File: config.mk
export PLATFORM = sky130hd
export DESIGN_NAME = uart_monitor
export DESIGN_NICKNAME = d
export VERILOG_FILES = /design/src/rtl/uart_monitor_pkg.sv /design/src/rtl/uart_monitor_tx_sequencer.sv /design/src/rtl/uart_monitor.sv
export SDC_FILE = /design/constraint.sdc
export NUM_CORES = 1
export LEC_CHECK = 0
export CAP_MARGIN = 20
export CORE_ASPECT_RATIO = 1.1
export CORE_MARGIN = 2
export CORE_UTILIZATION = 35
export CTS_CLUSTER_SIZE = 24
export DETAILED_ROUTE_END_ITERATION = 16
export REMOVE_ABC_BUFFERS = 1
export SETUP_SLACK_MARGIN = 0.15
export SLEW_MARGIN = 10
export SYNTH_ARGS = -nofsm -noshare
export SYNTH_HDL_FRONTEND = slang
export SYNTH_HIERARCHICAL = 1
export SYNTH_SLANG_ARGS = --single-unit
File: constraint.sdc
create_clock -name clk -period 7.9 [get_ports clk]
set_clock_uncertainty 0.05 [all_clocks]
set_input_delay 0.79 -clock clk [delete_from_list [all_inputs] [get_ports clk]]
set_output_delay 0.79 -clock clk [all_outputs]
set_load 0.01 [all_outputs]
File: src/rtl/uart_monitor_pkg.sv
// Shared definitions for the UART boot/debug monitor: wire command codes,
// response bytes, the controller state set and the address-byte count helper.
package uart_monitor_pkg;

  localparam logic [7:0] CMD_LOAD = 8'h01;
  localparam logic [7:0] CMD_DUMP = 8'h02;
  localparam logic [7:0] CMD_FILL = 8'h03;
  localparam logic [7:0] CMD_EXEC = 8'h04;

  localparam logic [7:0] ACK_BYTE = 8'h06;
  localparam logic [7:0] NAK_BYTE = 8'h15;

  typedef enum logic [3:0] {
    ST_IDLE,
    ST_HDR,
    ST_LOAD,
    ST_FILL,
    ST_DUMP_RD,
    ST_DUMP_TX,
    ST_EXEC,
    ST_RUN,
    ST_ACK,
    ST_SUM,
    ST_NAK
  } state_t;

  function automatic int addr_bytes(input int width);
    return (width + 7) / 8;
  endfunction

endpackage

File: src/rtl/uart_monitor_tx_sequencer.sv
// Single-pulse UART transmit launcher: accepts a requested byte only when the
// UART is idle and no pulse went out on the previous clock.
module tx_sequencer
  import uart_monitor_pkg::*;
(
  input  logic       clk,
  input  logic       rst_n,
  input  logic       req,
  input  logic [7:0] req_byte,
  input  logic       tx_busy,
  output logic       accept,
  output logic       tx_start,
  output logic [7:0] tx_byte
);

  // The UART raises busy one clock after tx_start, so the previous pulse
  // must also block a new send.
  assign accept = req & ~tx_busy & ~tx_start;

  always_ff @(posedge clk or negedge rst_n) begin
    if (!rst_n) begin
      tx_start <= 1'b0;
      tx_byte  <= 8'h00;
    end else begin
      tx_start <= accept;
      if (accept) tx_byte <= req_byte;
    end
  end

endmodule

File: src/rtl/uart_monitor.sv
// Boot/debug monitor: decodes LOAD/DUMP/FILL/EXEC frames from the UART, owns
// RAM and UART while the CPU is stopped and hands them over on EXEC.
module uart_monitor
  import uart_monitor_pkg::*;
#(
  parameter int ADDR_WIDTH     = 12,
  parameter int LEN_WIDTH      = 16,
  parameter int TIMEOUT_CYCLES = 12000000,
  parameter int RESET_CYCLES   = 2
) (
  input  logic                  clk,
  input  logic                  rst_n,
  input  logic                  rx_valid,
  input  logic [7:0]            rx_byte,
  input  logic                  tx_busy,
  output logic                  tx_start,
  output logic [7:0]            tx_byte,
  output logic [ADDR_WIDTH-1:0] mem_waddr,
  output logic [7:0]            mem_wdata,
  output logic                  mem_we,
  output logic [ADDR_WIDTH-1:0] mem_raddr,
  input  logic [7:0]            mem_rdata,
  output logic                  mon_owns,
  output logic                  cpu_reset,
  output logic [ADDR_WIDTH-1:0] cpu_startaddr,
  input  logic                  cpu_halted
);

  localparam int AB = addr_bytes(ADDR_WIDTH);
  localparam int TW = $clog2(TIMEOUT_CYCLES + 1);
  localparam int RW = $clog2(RESET_CYCLES + 1);

  state_t                state;
  logic [7:0]            cmd;
  logic [7:0]            fill_val;
  logic [7:0]            sum;
  logic [ADDR_WIDTH-1:0] addr;
  logic [ADDR_WIDTH-1:0] addr_next;
  logic [LEN_WIDTH-1:0]  len;
  logic [LEN_WIDTH-1:0]  len_next;
  logic [3:0]            idx;
  logic [TW-1:0]         idle;
  logic [RW-1:0]         rcnt;
  logic                  req;
  logic                  accept;
  logic [7:0]            req_byte;

  // Shifting a byte in from the bottom drops address bits above ADDR_WIDTH.
  assign addr_next = ADDR_WIDTH'({addr, rx_byte});
  assign len_next  = LEN_WIDTH'({len, rx_byte});

  function automatic logic [3:0] hdr_last(input logic [7:0] c);
    case (c)
      CMD_EXEC: return 4'(AB - 1);
      CMD_FILL: return 4'(AB + 2);
      default:  return 4'(AB + 1);
    endcase
  endfunction

  always_comb begin
    req      = 1'b0;
    req_byte = mem_rdata;
    case (state)
      ST_DUMP_TX: req = 1'b1;
      ST_ACK: begin
        req      = 1'b1;
        req_byte = ACK_BYTE;
      end
      ST_SUM: begin
        req      = 1'b1;
        req_byte = sum;
      end
      ST_NAK: begin
        req      = 1'b1;
        req_byte = NAK_BYTE;
      end
      default: ;
    endcase
  end

  tx_sequencer u_tx (
    .clk      (clk),
    .rst_n    (rst_n),
    .req      (req),
    .req_byte (req_byte),
    .tx_busy  (tx_busy),
    .accept   (accept),
    .tx_start (tx_start),
    .tx_byte  (tx_byte)
  );

  always_ff @(posedge clk or negedge rst_n) begin
    if (!rst_n) begin
      state         <= ST_IDLE;
      cmd           <= 8'h00;
      fill_val      <= 8'h00;
      sum           <= 8'h00;
      addr          <= '0;
      len           <= '0;
      idx           <= 4'd0;
      idle          <= '0;
      rcnt          <= '0;
      mem_we        <= 1'b0;
      mem_waddr     <= '0;
      mem_wdata     <= 8'h00;
      mem_raddr     <= '0;
      mon_owns      <= 1'b1;
      cpu_reset     <= 1'b0;
      cpu_startaddr <= '0;
    end else begin
      mem_we <= 1'b0;
      case (state)
        ST_IDLE: begin
          idle <= '0;
          if (rx_valid) begin
            cmd  <= rx_byte;
            idx  <= 4'd0;
            addr <= '0;
            len  <= '0;
            sum  <= 8'h00;
            if (rx_byte inside {CMD_LOAD, CMD_DUMP, CMD_FILL, CMD_EXEC}) state <= ST_HDR;
            else state <= ST_NAK;
          end
        end

        ST_HDR: begin
          if (rx_valid) begin
            idle <= '0;
            idx  <= idx + 4'd1;
            if (idx < 4'(AB)) addr <= addr_next;
            else if (idx < 4'(AB + 2)) len <= len_next;
            else fill_val <= rx_byte;
            if (idx == hdr_last(cmd)) begin
              case (cmd)
                CMD_LOAD: state <= (len_next == '0) ? ST_ACK : ST_LOAD;
                CMD_DUMP: begin
                  mem_raddr <= addr;
                  state     <= (len_next == '0) ? ST_ACK : ST_DUMP_RD;
                end
                CMD_FILL: state <= (len == '0) ? ST_ACK : ST_FILL;
                CMD_EXEC: begin
                  cpu_startaddr <= addr_next;
                  mon_owns      <= 1'b0;
                  cpu_reset     <= 1'b1;
                  rcnt          <= RW'(RESET_CYCLES - 1);
                  state         <= ST_EXEC;
                end
                default: state <= ST_NAK;
              endcase
            end
          end else if (idle == TW'(TIMEOUT_CYCLES - 1)) begin
            idle  <= '0;
            sum   <= 8'h00;
            state <= ST_NAK;
          end else begin
            idle <= idle + TW'(1);
          end
        end

        ST_LOAD: begin
          if (rx_valid) begin
            idle      <= '0;
            mem_we    <= 1'b1;
            mem_waddr <= addr;
            mem_wdata <= rx_byte;
            sum       <= sum + rx_byte;
            addr      <= addr + ADDR_WIDTH'(1);
            len       <= len - LEN_WIDTH'(1);
            if (len == LEN_WIDTH'(1)) state <= ST_ACK;
          end else if (idle == TW'(TIMEOUT_CYCLES - 1)) begin
            // Writes already made stay in RAM; only the checksum is dropped.
            idle  <= '0;
            sum   <= 8'h00;
            state <= ST_NAK;
          end else begin
            idle <= idle + TW'(1);
          end
        end

        ST_FILL: begin
          mem_we    <= 1'b1;
          mem_waddr <= addr;
          mem_wdata <= fill_val;
          sum       <= sum + fill_val;
          addr      <= addr + ADDR_WIDTH'(1);
          len       <= len - LEN_WIDTH'(1);
          if (len == LEN_WIDTH'(1)) state <= ST_ACK;
        end

        // mem_rdata follows mem_raddr by one clock.
        ST_DUMP_RD: state <= ST_DUMP_TX;

        ST_DUMP_TX: begin
          if (accept) begin
            sum       <= sum + mem_rdata;
            addr      <= addr + ADDR_WIDTH'(1);
            mem_raddr <= addr + ADDR_WIDTH'(1);
            len       <= len - LEN_WIDTH'(1);
            state     <= (len == LEN_WIDTH'(1)) ? ST_ACK : ST_DUMP_RD;
          end
        end

        ST_EXEC: begin
          if (rcnt == '0) begin
            cpu_reset <= 1'b0;
            state     <= ST_RUN;
          end else begin
            rcnt <= rcnt - RW'(1);
          end
        end

        ST_RUN: begin
          if (cpu_halted) begin
            mon_owns <= 1'b1;
            sum      <= 8'h00;
            state    <= ST_ACK;
          end
        end

        ST_ACK: if (accept) state <= ST_SUM;

        ST_SUM: begin
          if (accept) begin
            sum   <= 8'h00;
            state <= ST_IDLE;
          end
        end

        ST_NAK: if (accept) state <= ST_IDLE;

        default: state <= ST_IDLE;
      endcase
    end
  end

endmodule

==> results.py, run 1 <==
metrics = {
    "status": {
        "status": "finished clean",
    },
    "cells_and_area": {
        "layout_commonest_cell": "dfrtp_1",
        "drive_gt1_frac": 0.1159,
        "layout_common_cells": "dfrtp_1, o21ai_0, nand2_1, nor2_1, clkdlybuf4s50_1",
        "stdcell_count": 1280,
        "syn_to_final_growth_pct": 19.46,
        "nFillCells": 2319,
        "diodes": 0,
        "nets": 1006,
    },
    "timing": {
        "slew_viol_final": 0,
        "fmax_mhz": 265.2,
        "finalCritPeriodShare": 0.4772,
        "relSlewSlack": 0.2770,
        "tns_ns": 0,
        "hold_slack_ns": 0.2985,
        "worstMarginPinSlew_ns": 1.083,
        "finalSetupViolCount": 0,
        "layout_setup_ws_ns": 4.130,
        "rsz0062_at_grt": "no",
        "fin_crit_ns": 3.770,
        "hold_viol": 0,
    },
    "global_route": {
        "track_usage": 0.1925,
        "antenna_found_initial": 0,
        "overflow": 0,
        "grt_pass1_vias": 6653,
        "grt_pass1_wl_um": 38000,
        "grt_max_degree": 75,
    },
    "floorplanning": {
        "rows": 59,
        "core_area_um2": 23620,
        "die_w_um": 151.7,
        "ios": 77,
        "die-area_um2": 25270,
        "initial_utilization": 0.3558,
        "die_h_um": 166.5,
    },
    "critical_path": {
        "critical_path_class": "register to register",
        "crit_path_end_kind": "register",
        "cp.required_ns": 8.16,
        "crit_path_max_fanout": 20,
        "start_kind": "register",
        "critPathArrivalTime_ns": 4.03,
    },
    "logic_synthesis": {
        "synth_edf_count": 0,
        "synth_area_per_cell_um2": 9.276,
        "syn_inst": 906,
        "ys_types": 71,
        "ys_warn_count": 6,
        "synth_ff_type": "dfrtp_1",
        "async_flop_share": 1.000,
        "ys_seq_area_frac": 0.4230,
        "synth_area_um2": 8404,
        "synth-seq-cells": 142,
    },
    "placed_design": {
        "place_congestion": 0.9033,
        "dp_hpwl_um": 16480,
        "pre_cts_ws_ns": 4.207,
        "io_buffers": 76,
        "placed_cells": 1247,
    },
    "clock_network": {
        "clk-insertion-delay-late_ns": 0.43,
        "clkSinkCount": 142,
        "cts_tree": "done",
        "ctsRootBufferMaster": "clkbuf_16",
        "ctsHtreeMaxLevel": 4,
        "cts_resized": 0,
        "clkTransAtPathRegs_ns": 0.07,
        "clockBufferDepth": 2,
        "post_cts_buffers": 0,
        "numCtsBuffers": 17,
        "cts-hold-fix-buffers": 0,
    },
    "route": {
        "drtAntennaViolNets": 0,
        "vias": 7010,
        "wl_per_cell_um": 18.23,
        "drcViolationCount": 0,
        "routed_wl_um": 23330,
        "drt-initial-drc-count": 748,
        "dr.pass1.iters": 5,
        "vias_per_cell": 5.477,
    },
    "power_and_ir_drop": {
        "power_leakage_uw": 0.004379,
        "p_total_uw": 3130,
        "irDropWorstVdd_mv": 0.1651,
        "pwr_density_cell_nw_per_um2": 311.7,
    },
    "job": {
        "max-cap-violations": 0,
    },
    "hold_path": {
        "hold_class": "input port to asynchronous set/reset pin",
    },
}
cells by family (layout without fill, tap and decap cells):
family                     Yosys count  count (layout)  synth area share
muxes                               65              65           0.09647
DFF                                142             142            0.4230
and+or+nand+nor                    316             316            0.1874
xor gates and xnor gates            38              38           0.03960
adders and majority gates           23              23           0.03603
AOI/OAI and AO/OA                  244             244            0.1761
buffers and inverters               78             147           0.04139
path summary, 6_finish.rpt:
check,startpoint,end,slack (ns),depth (start not counted)
worst max-delay path,state[2],sum[7],4.13,11
worst min-delay path,rst_n,len[12],0.30,1
worst max register to register,state[2],sum[7],4.13,11
worst min register to register,mem_waddr[4],mem_waddr[4],0.43,2
max in group asynchronous,rst_n,idle[23],6.09,2
min in group clk,mem_waddr[4],mem_waddr[4],0.43,2
layer usage:
metal | track usage | vias up | routed length, µm
li1 | - | 3377 | -
met3 | 0.03589 | 29 | 981
met2 | 0.2859 | 169 | 10570
met5 | 0 | - | 0
met1 | 0.2841 | 3435 | 11330
met4 | 0.05676 | 0 | 456
layout make-up:
| cell class | instances | area (µm²) | area share |
|---|---|---|---|
| clock buffers | 19 | 442.9 | 0.04412 |
| clock inverters | 13 | 188.9 | 0.01882 |
| inverters | 29 | 108.9 | 0.01084 |
| multi-input cells | 686 | 4526 | 0.4508 |
| flip-flops and latches | 142 | 3555 | 0.3541 |
| well taps | 305 | 381.6 | 0.03801 |
| repair buffers | 86 | 837.1 | 0.08338 |
sequential cells by signal, indices dropped and copies added, names as in the netlist:
| signal | cells |
|---|---|
| addr | 12 |
| cmd | 8 |
| cpu_reset | 1 |
| cpu_startaddr | 12 |
| fill_val | 8 |
| idle | 24 |
| idx | 4 |
| len | 16 |
| mem_raddr | 12 |
| mem_waddr | 12 |
| mem_wdata | 8 |
| mem_we | 1 |
| mon_owns | 1 |
| rcnt | 2 |
| state | 4 |
| sum | 8 |
| u_tx/tx_byte | 8 |
| u_tx/tx_start | 1 |
where the power goes:
| part | leakage (µW) | internal (µW) | switching, µW |
|---|---|---|---|
| combinational | 0.00217 | 505 | 700 |
| clock | 0.000304 | 538 | 327 |
| sequential | 0.00190 | 880 | 180 |
worst max-delay path: stages, from the launching register on:
cell      delay (ns)
dfrtp_1         0.74
nor2b_1         0.58
nand2_1         0.49
nand2_1         0.20
nand2_1         0.09
ha_1            0.28
a21oi_1         0.21
o211ai_1        0.16
o41ai_1         0.39
xnor2_1         0.17
a32oi_1         0.20
o21ai_0         0.10
through the flow:
step | utilization | area (µm²)
after CTS | 0.4247 | 10030
after global routing | 0.4250 | 10040
after floorplan | - | 8165
after detailed placement | 0.3979 | 9400
after global placement | 0.3979 | 9400
final | 0.4250 | 10040
Yosys cell counts (10+ instances only):
cell type	count	area, µm²
nand3_1	28	140.1
ha_1	21	262.8
nand4_1	10	62.56
inv_1	29	108.9
nand2_1	89	334.1
clkbuf_1	34	127.6
o21ai_0	102	510.5
xnor2_1	21	183.9
and3_1	14	87.58
a32oi_1	10	87.58
mux2_2	28	315.3
nor3_1	23	115.1
dfrtp_1	141	3528
xor2_1	17	148.9
nor2_1	80	300.3
nor2b_1	11	68.82
a21oi_1	54	270.3
a22oi_1	15	112.6
mux2_4	25	375.4
mux2i_1	12	120.1
Note: power is estimated with default switching activity, not from simulation.
==> run 2: changes to the inputs <==
==> constraint.sdc (replaced) <==
create_clock -name clk -period 3.4 [get_ports clk]
set_clock_uncertainty 0.05 [all_clocks]
set_input_delay 0.34 -clock clk [delete_from_list [all_inputs] [get_ports clk]]
set_output_delay 0.34 -clock clk [all_outputs]
set_load 0.01 [all_outputs]
==> run 2 against run 1 <==
Against the previous run:
- hold slack gained 0.13 ns
- routed wire length shrank 1.3%
- combinational power increased by 140%
- final area rose by 1.8%
- non-clock buffer count grew 26
- via count up 1.1%
- clock power increased by 120%
- first-iteration DRC count fell by 26%
- die area unchanged
- critical endpoint is now sum[6]
- core utilization rose by 0.78 points
- largest power group unchanged
==> results.py, run 2 (synthesized netlist as in run 1, its figures left out) <==
metrics = {
    "status": {
        "status": "finished clean",
    },
    "cells_and_area": {
        "diodes": 0,
        "largest_registers": "idle: 24 flops, len: 16 flops",
        "layout_commonest_cell": "dfrtp_1",
        "largest_reg_flops": 24,
        "drive_gt1_frac": 0.1379,
        "nFillCells": 2302,
        "layout_common_cells": "dfrtp_1, o21ai_0, nand2_1, nor2_1, clkdlybuf4s50_1",
        "largest_register": "idle",
        "nets": 1032,
        "postLayoutCellArea_um2": 10220,
        "syn_to_final_growth_pct": 21.65,
    },
    "critical_path": {
        "crit_slowest_cell": "dfrtp_1",
        "critPathBufInv": 1,
        "ff2ff_setup_slack_ns": 0.52,
        "crit_path_frequent_cell": "nand2_1",
        "cpLargestDelayFamily": "simple AND/OR/NAND/NOR gates",
        "reg2regPathDepth": 12,
        "critical_path_class": "register to register",
        "r2r_start": "state[2]",
        "crit_path_max_fanout": 10,
        "crit_path_end_kind": "register",
        "path_cells": "nor4bb_4 > nand2_1 > nand2_1 > ha_1 > inv_1 > fa_1 > nor2b_1 > o31a_1 > o21a_1 > or3_1 > nand3_1 > a22o_1",
        "start_kind": "register",
        "max_stage_delay_ns": 0.53,
        "r2r_end": "sum[6]",
        "cp.required_ns": 3.66,
        "critPathArrivalTime_ns": 3.13,
    },
    "hold_path": {
        "whs_path_depth": 2,
        "worstHoldEndpoint": "mem_waddr[3]",
        "hold_class": "register to register",
        "hold_start": "mem_waddr[3]",
    },
    "timing": {
        "fmax_mhz": 347.8,
        "rsz0062_at_grt": "no",
        "finalSetupViolCount": 0,
        "tns_ns": 0,
        "finalCritPeriodShare": 0.8457,
        "relSlewSlack": 0.4408,
        "slew_viol_final": 0,
        "fin_crit_ns": 2.875,
        "worstMarginPinSlew_ns": 0.8333,
        "hold_viol": 0,
    },
    "clock_network": {
        "ctsRootBufferMaster": "clkbuf_16",
        "clk-insertion-delay-late_ns": 0.42,
        "clkTransAtPathRegs_ns": 0.06,
        "clockBufferDepth": 2,
        "clkSinkCount": 142,
        "numCtsBuffers": 17,
        "ctsHtreeMaxLevel": 4,
        "cts_tree": "done",
    },
    "floorplanning": {
        "initial_utilization": 0.3558,
        "rows": 59,
        "die-area_um2": 25270,
        "die_w_um": 151.7,
        "ios": 77,
        "core_area_um2": 23620,
        "die_h_um": 166.5,
    },
    "route": {
        "drt-initial-drc-count": 555,
        "drtAntennaViolNets": 0,
        "vias_per_cell": 5.427,
        "dr.pass1.iters": 5,
        "drcViolationCount": 0,
        "wl_per_cell_um": 17.63,
        "vias": 7088,
        "routed_wl_um": 23030,
    },
    "power_and_ir_drop": {
        "irDropWorstVdd_mv": 0.3660,
        "p_total_uw": 7242,
        "pwr_density_cell_nw_per_um2": 708.4,
        "power_leakage_uw": 0.004496,
    },
    "global_route": {
        "track_usage": 0.1880,
        "overflow": 0,
        "grt_max_degree": 86,
        "grt_pass1_wl_um": 37470,
        "grt_pass1_vias": 6773,
        "antenna_found_initial": 0,
    },
    "placed_design": {
        "io_buffers": 76,
        "place_area_um2": 9608,
        "place_congestion": 0.8896,
        "dp_hpwl_um": 16720,
    },
    "job": {
        "max-cap-violations": 0,
    },
}
[run 2: changes by cell type in the layout (fill, tap and decap cells not counted), sizes merged]
cell,before,now
inv,30,31
clkinvlp,2,3
buf,11,36
bufinv,4,3
clkinv,6,5
dlygate4sd3,0,1
[run 2: worst max path at each step]
stage | startpoint | endpoint | slack (ns) | cells after the start
finish | state[2] | sum[6] | 0.52 | 12
global route | state[2] | len[2] | 0.32 | 11
CTS | state[2] | sum[6] | 0.53 | 12
detailed placement | state[2] | sum[6] | 0.55 | 12
global placement | state[0] | sum[7] | 0.56 | 11
floorplan | state[1] | sum[6] | -0.57 | 12
[run 2: area by class of cell]
class | count | area, µm² | share of cell area
Sequential cell | 142 | 3555 | 0.3477
Clock inverter | 13 | 162.7 | 0.01591
Timing Repair Buffer | 112 | 1047 | 0.1024
Tap cell | 305 | 381.6 | 0.03733
Clock buffer | 19 | 442.9 | 0.04332
Inverter | 29 | 108.9 | 0.01065
Multi-Input combinational cell | 686 | 4526 | 0.4427
[run 2: power breakdown]
group / internal (µW) / switching, µW
sequential: 2050 / 388
clock: 1180 / 752
combinational: 1250 / 1630
[run 2: worst reg2reg max path: stages (launching register included)]
cell      delay [ns]
dfrtp_1         0.53
nor4bb_4        0.52
nand2_1         0.10
nand2_1         0.07
ha_1            0.17
inv_1           0.06
fa_1            0.39
nor2b_1         0.19
o31a_1          0.17
o21a_1          0.12
or3_1           0.11
nand3_1         0.08
a22o_1          0.21
[run 2: what timing repair did]
| action | in CTS | in global routing |
|---|---|---|
| buffers inserted | 0 | 0 |
| hold buffers | 1 | 0 |
| endpoints found under the hold margin | 83 | 0 |
| resized for setup | 0 | 0 |
[run 2: metal layers]
metal / global-route usage / share of wire
met3: 0.03342 / 0.044
met2: 0.2883 / 0.45
met4: 0.06562 / 0.025
met5: 0 / 0
met1: 0.2661 / 0.48
[run 2: stage by stage]
step / hold slack, ns / cells / utilization / setup WS (ns)
after CTS: 0.4384 / 1306 / 0.4328 / 0.5295
after global routing: 0.4740 / 1306 / 0.4328 / 0.3173
after floorplan: -0.005591 / 857 / - / -0.5667
after detailed placement: 0.4124 / 1273 / 0.4067 / 0.5483
final: 0.4314 / 1306 / 0.4328 / 0.5245
after global placement: 0.4124 / 1273 / 0.4067 / 0.5585
==> run 3: changes to the inputs <==
==> constraint.sdc (replaced) <==
create_clock -name clk -period 2.9 [get_ports clk]
set_clock_uncertainty 0.05 [all_clocks]
set_input_delay 0.29 -clock clk [delete_from_list [all_inputs] [get_ports clk]]
set_output_delay 0.29 -clock clk [all_outputs]
set_load 0.01 [all_outputs]
==> run 3 against run 2 <==
Against the previous run:
- via count up 1.1%
- sequential cell count unchanged
- sequential power up 16%
- hold slack worse by 0.043 ns
- first-iteration DRC count up 23%
- core utilization up 0.67 points
- highest routed layer unchanged
- total power up 19%
- largest cell class unchanged
- setup slack worse by 0.26 ns
==> results.py, run 3 (synthesized netlist as in run 1, its figures left out) <==
metrics = {
    "status": {
        "status": "finished clean",
    },
    "cells_and_area": {
        "drive_gt1_frac": 0.1544,
        "nets": 1048,
        "diodes": 0,
        "register_area_um2": 3555,
        "nFillCells": 2312,
        "largest_registers": "idle: 24 flops, len: 16 flops",
        "layout_common_cells": "dfrtp_1, o21ai_0, nand2_1, nor2_1, clkdlybuf4s50_1",
        "largest_reg_flops": 24,
        "largest_register": "idle",
        "layout_commonest_cell": "dfrtp_1",
        "multi_input_area_um2": 4544,
        "syn_to_final_growth_pct": 23.52,
        "stdcell_count": 1322,
        "postLayoutCellArea_um2": 10380,
        "final_core_utilization": 0.4395,
    },
    "timing": {
        "relSlewSlack": 0.4638,
        "finalSetupViolCount": 0,
        "fmax_mhz": 380.1,
        "fin_crit_ns": 2.631,
        "rsz0062_at_grt": "yes",
        "worstMarginPinSlew_ns": 0.7989,
        "finalCritPeriodShare": 0.9072,
        "hold_viol": 0,
        "slew_viol_final": 0,
    },
    "global_route": {
        "grt_pass1_vias": 6904,
        "grt_max_degree": 67,
        "grt_pass1_wl_um": 38410,
        "antenna_found_initial": 0,
        "track_usage": 0.1929,
        "overflow": 0,
    },
    "critical_path": {
        "crit_path_frequent_cell": "buf_4",
        "r2r_end": "sum[5]",
        "max_stage_delay_ns": 0.41,
        "critPathArrivalTime_ns": 2.88,
        "crit_path_max_fanout": 17,
        "ff2ff_setup_slack_ns": 0.27,
        "critical_path_class": "register to register",
        "reg2regPathDepth": 10,
        "crit_slowest_cell": "dfrtp_1",
        "r2r_start": "state[2]",
        "crit_path_end_kind": "register",
        "start_kind": "register",
        "path_cells": "buf_4 > nand2b_1 > o22ai_1 > nor3b_4 > buf_4 > mux2i_1 > nand3_1 > o211ai_1 > o21bai_1 > a22o_1",
        "cp.required_ns": 3.15,
    },
    "floorplanning": {
        "die-area_um2": 25270,
        "initial_utilization": 0.3558,
        "die_w_um": 151.7,
        "die_h_um": 166.5,
        "rows": 59,
        "core_area_um2": 23620,
        "ios": 77,
    },
    "route": {
        "vias_per_cell": 5.420,
        "dr.pass1.iters": 5,
        "routed_wl_um": 23620,
        "drcViolationCount": 0,
        "wl_per_cell_um": 17.87,
        "drt-initial-drc-count": 685,
        "vias": 7165,
        "drtAntennaViolNets": 0,
    },
    "placed_design": {
        "dp_hpwl_um": 17360,
        "place_area_um2": 9741,
        "place_congestion": 0.8840,
        "io_buffers": 76,
        "placed_cells": 1289,
    },
    "clock_network": {
        "cts_tree": "done",
        "clkSinkCount": 142,
        "ctsHtreeMaxLevel": 4,
        "numCtsBuffers": 17,
        "post_cts_buffers": 0,
        "ctsRootBufferMaster": "clkbuf_16",
        "clk-insertion-delay-late_ns": 0.43,
        "clkTransAtPathRegs_ns": 0.06,
        "clockBufferDepth": 2,
    },
    "power_and_ir_drop": {
        "pwr_density_cell_nw_per_um2": 831.8,
        "irDropWorstVdd_mv": 0.4108,
        "power_leakage_uw": 0.004593,
    },
    "job": {
        "max-cap-violations": 0,
    },
    "hold_path": {
        "hold_class": "input port to asynchronous set/reset pin",
    },
}
run 3: final cells by class:
class | count | area share
timing repair buffer | 128 | 0.1144
multi-input combinational | 686 | 0.4377
inverter | 29 | 0.01049
tap | 305 | 0.03676
clock buffer | 19 | 0.04267
clock inverter | 13 | 0.01555
sequential | 142 | 0.3424
run 3: metrics by stage:
| stage | setup TNS (ns) | total power (µW) | setup slack, ns | hold WS, ns |
|---|---|---|---|---|
| floorplan | -55.34 | 4880 | -1.067 | -0.05559 |
| global placement | 0 | 6319 | 0.2631 | 0.2945 |
| detailed placement | 0 | 6361 | 0.2298 | 0.3019 |
| finish | 0 | 8635 | 0.2690 | 0.3883 |
| CTS | 0 | 8656 | 0.2276 | 0.4108 |
| global route | 0 | 9242 | 0.08587 | 0.4387 |
run 3: worst max-delay path: cells and delay by family (launching register included):
kind,cells,cell delay (ns)
compound gates,4,0.95
simple gates,3,0.63
flops,1,0.41
buf+inv,2,0.40
mux,1,0.07
run 3: worst max-delay path by stage:
| stage | start | end | slack, ns | cells after the start |
|---|---|---|---|---|
| finish | state[2] | sum[5] | 0.27 | 10 |
| floorplan | state[1] | sum[6] | -1.07 | 12 |
| CTS | state[3] | sum[6] | 0.23 | 13 |
| global route | state[3] | sum[6] | 0.09 | 12 |
| detailed placement | rx_byte[6] | sum[7] | 0.23 | 8 |
| global placement | rx_byte[1] | sum[7] | 0.26 | 8 |
run 3: layer usage:
metal / global-route usage / up-vias / routed length (µm)
met4: 0.04227 / 0 / 197
met5: 0 / - / 0
met1: 0.2749 / 3542 / 11220
met3: 0.03151 / 15 / 976
met2: 0.3077 / 151 / 11240
li1: - / 3457 / -
run 3: power by group:
| group | internal [µW] | switching, µW | total, µW |
|---|---|---|---|
| logic | 1540 | 2020 | 3560 |
| registers | 2400 | 411 | 2810 |
| clock network | 1380 | 888 | 2270 |
| total | 5320 | 3320 | 8640 |
run 3: repair_timing:
item,CTS,global route
gates resized for setup,0,6
endpoints found under the hold margin,63,0
endpoints found under the setup margin,0,36
hold buffers,1,0
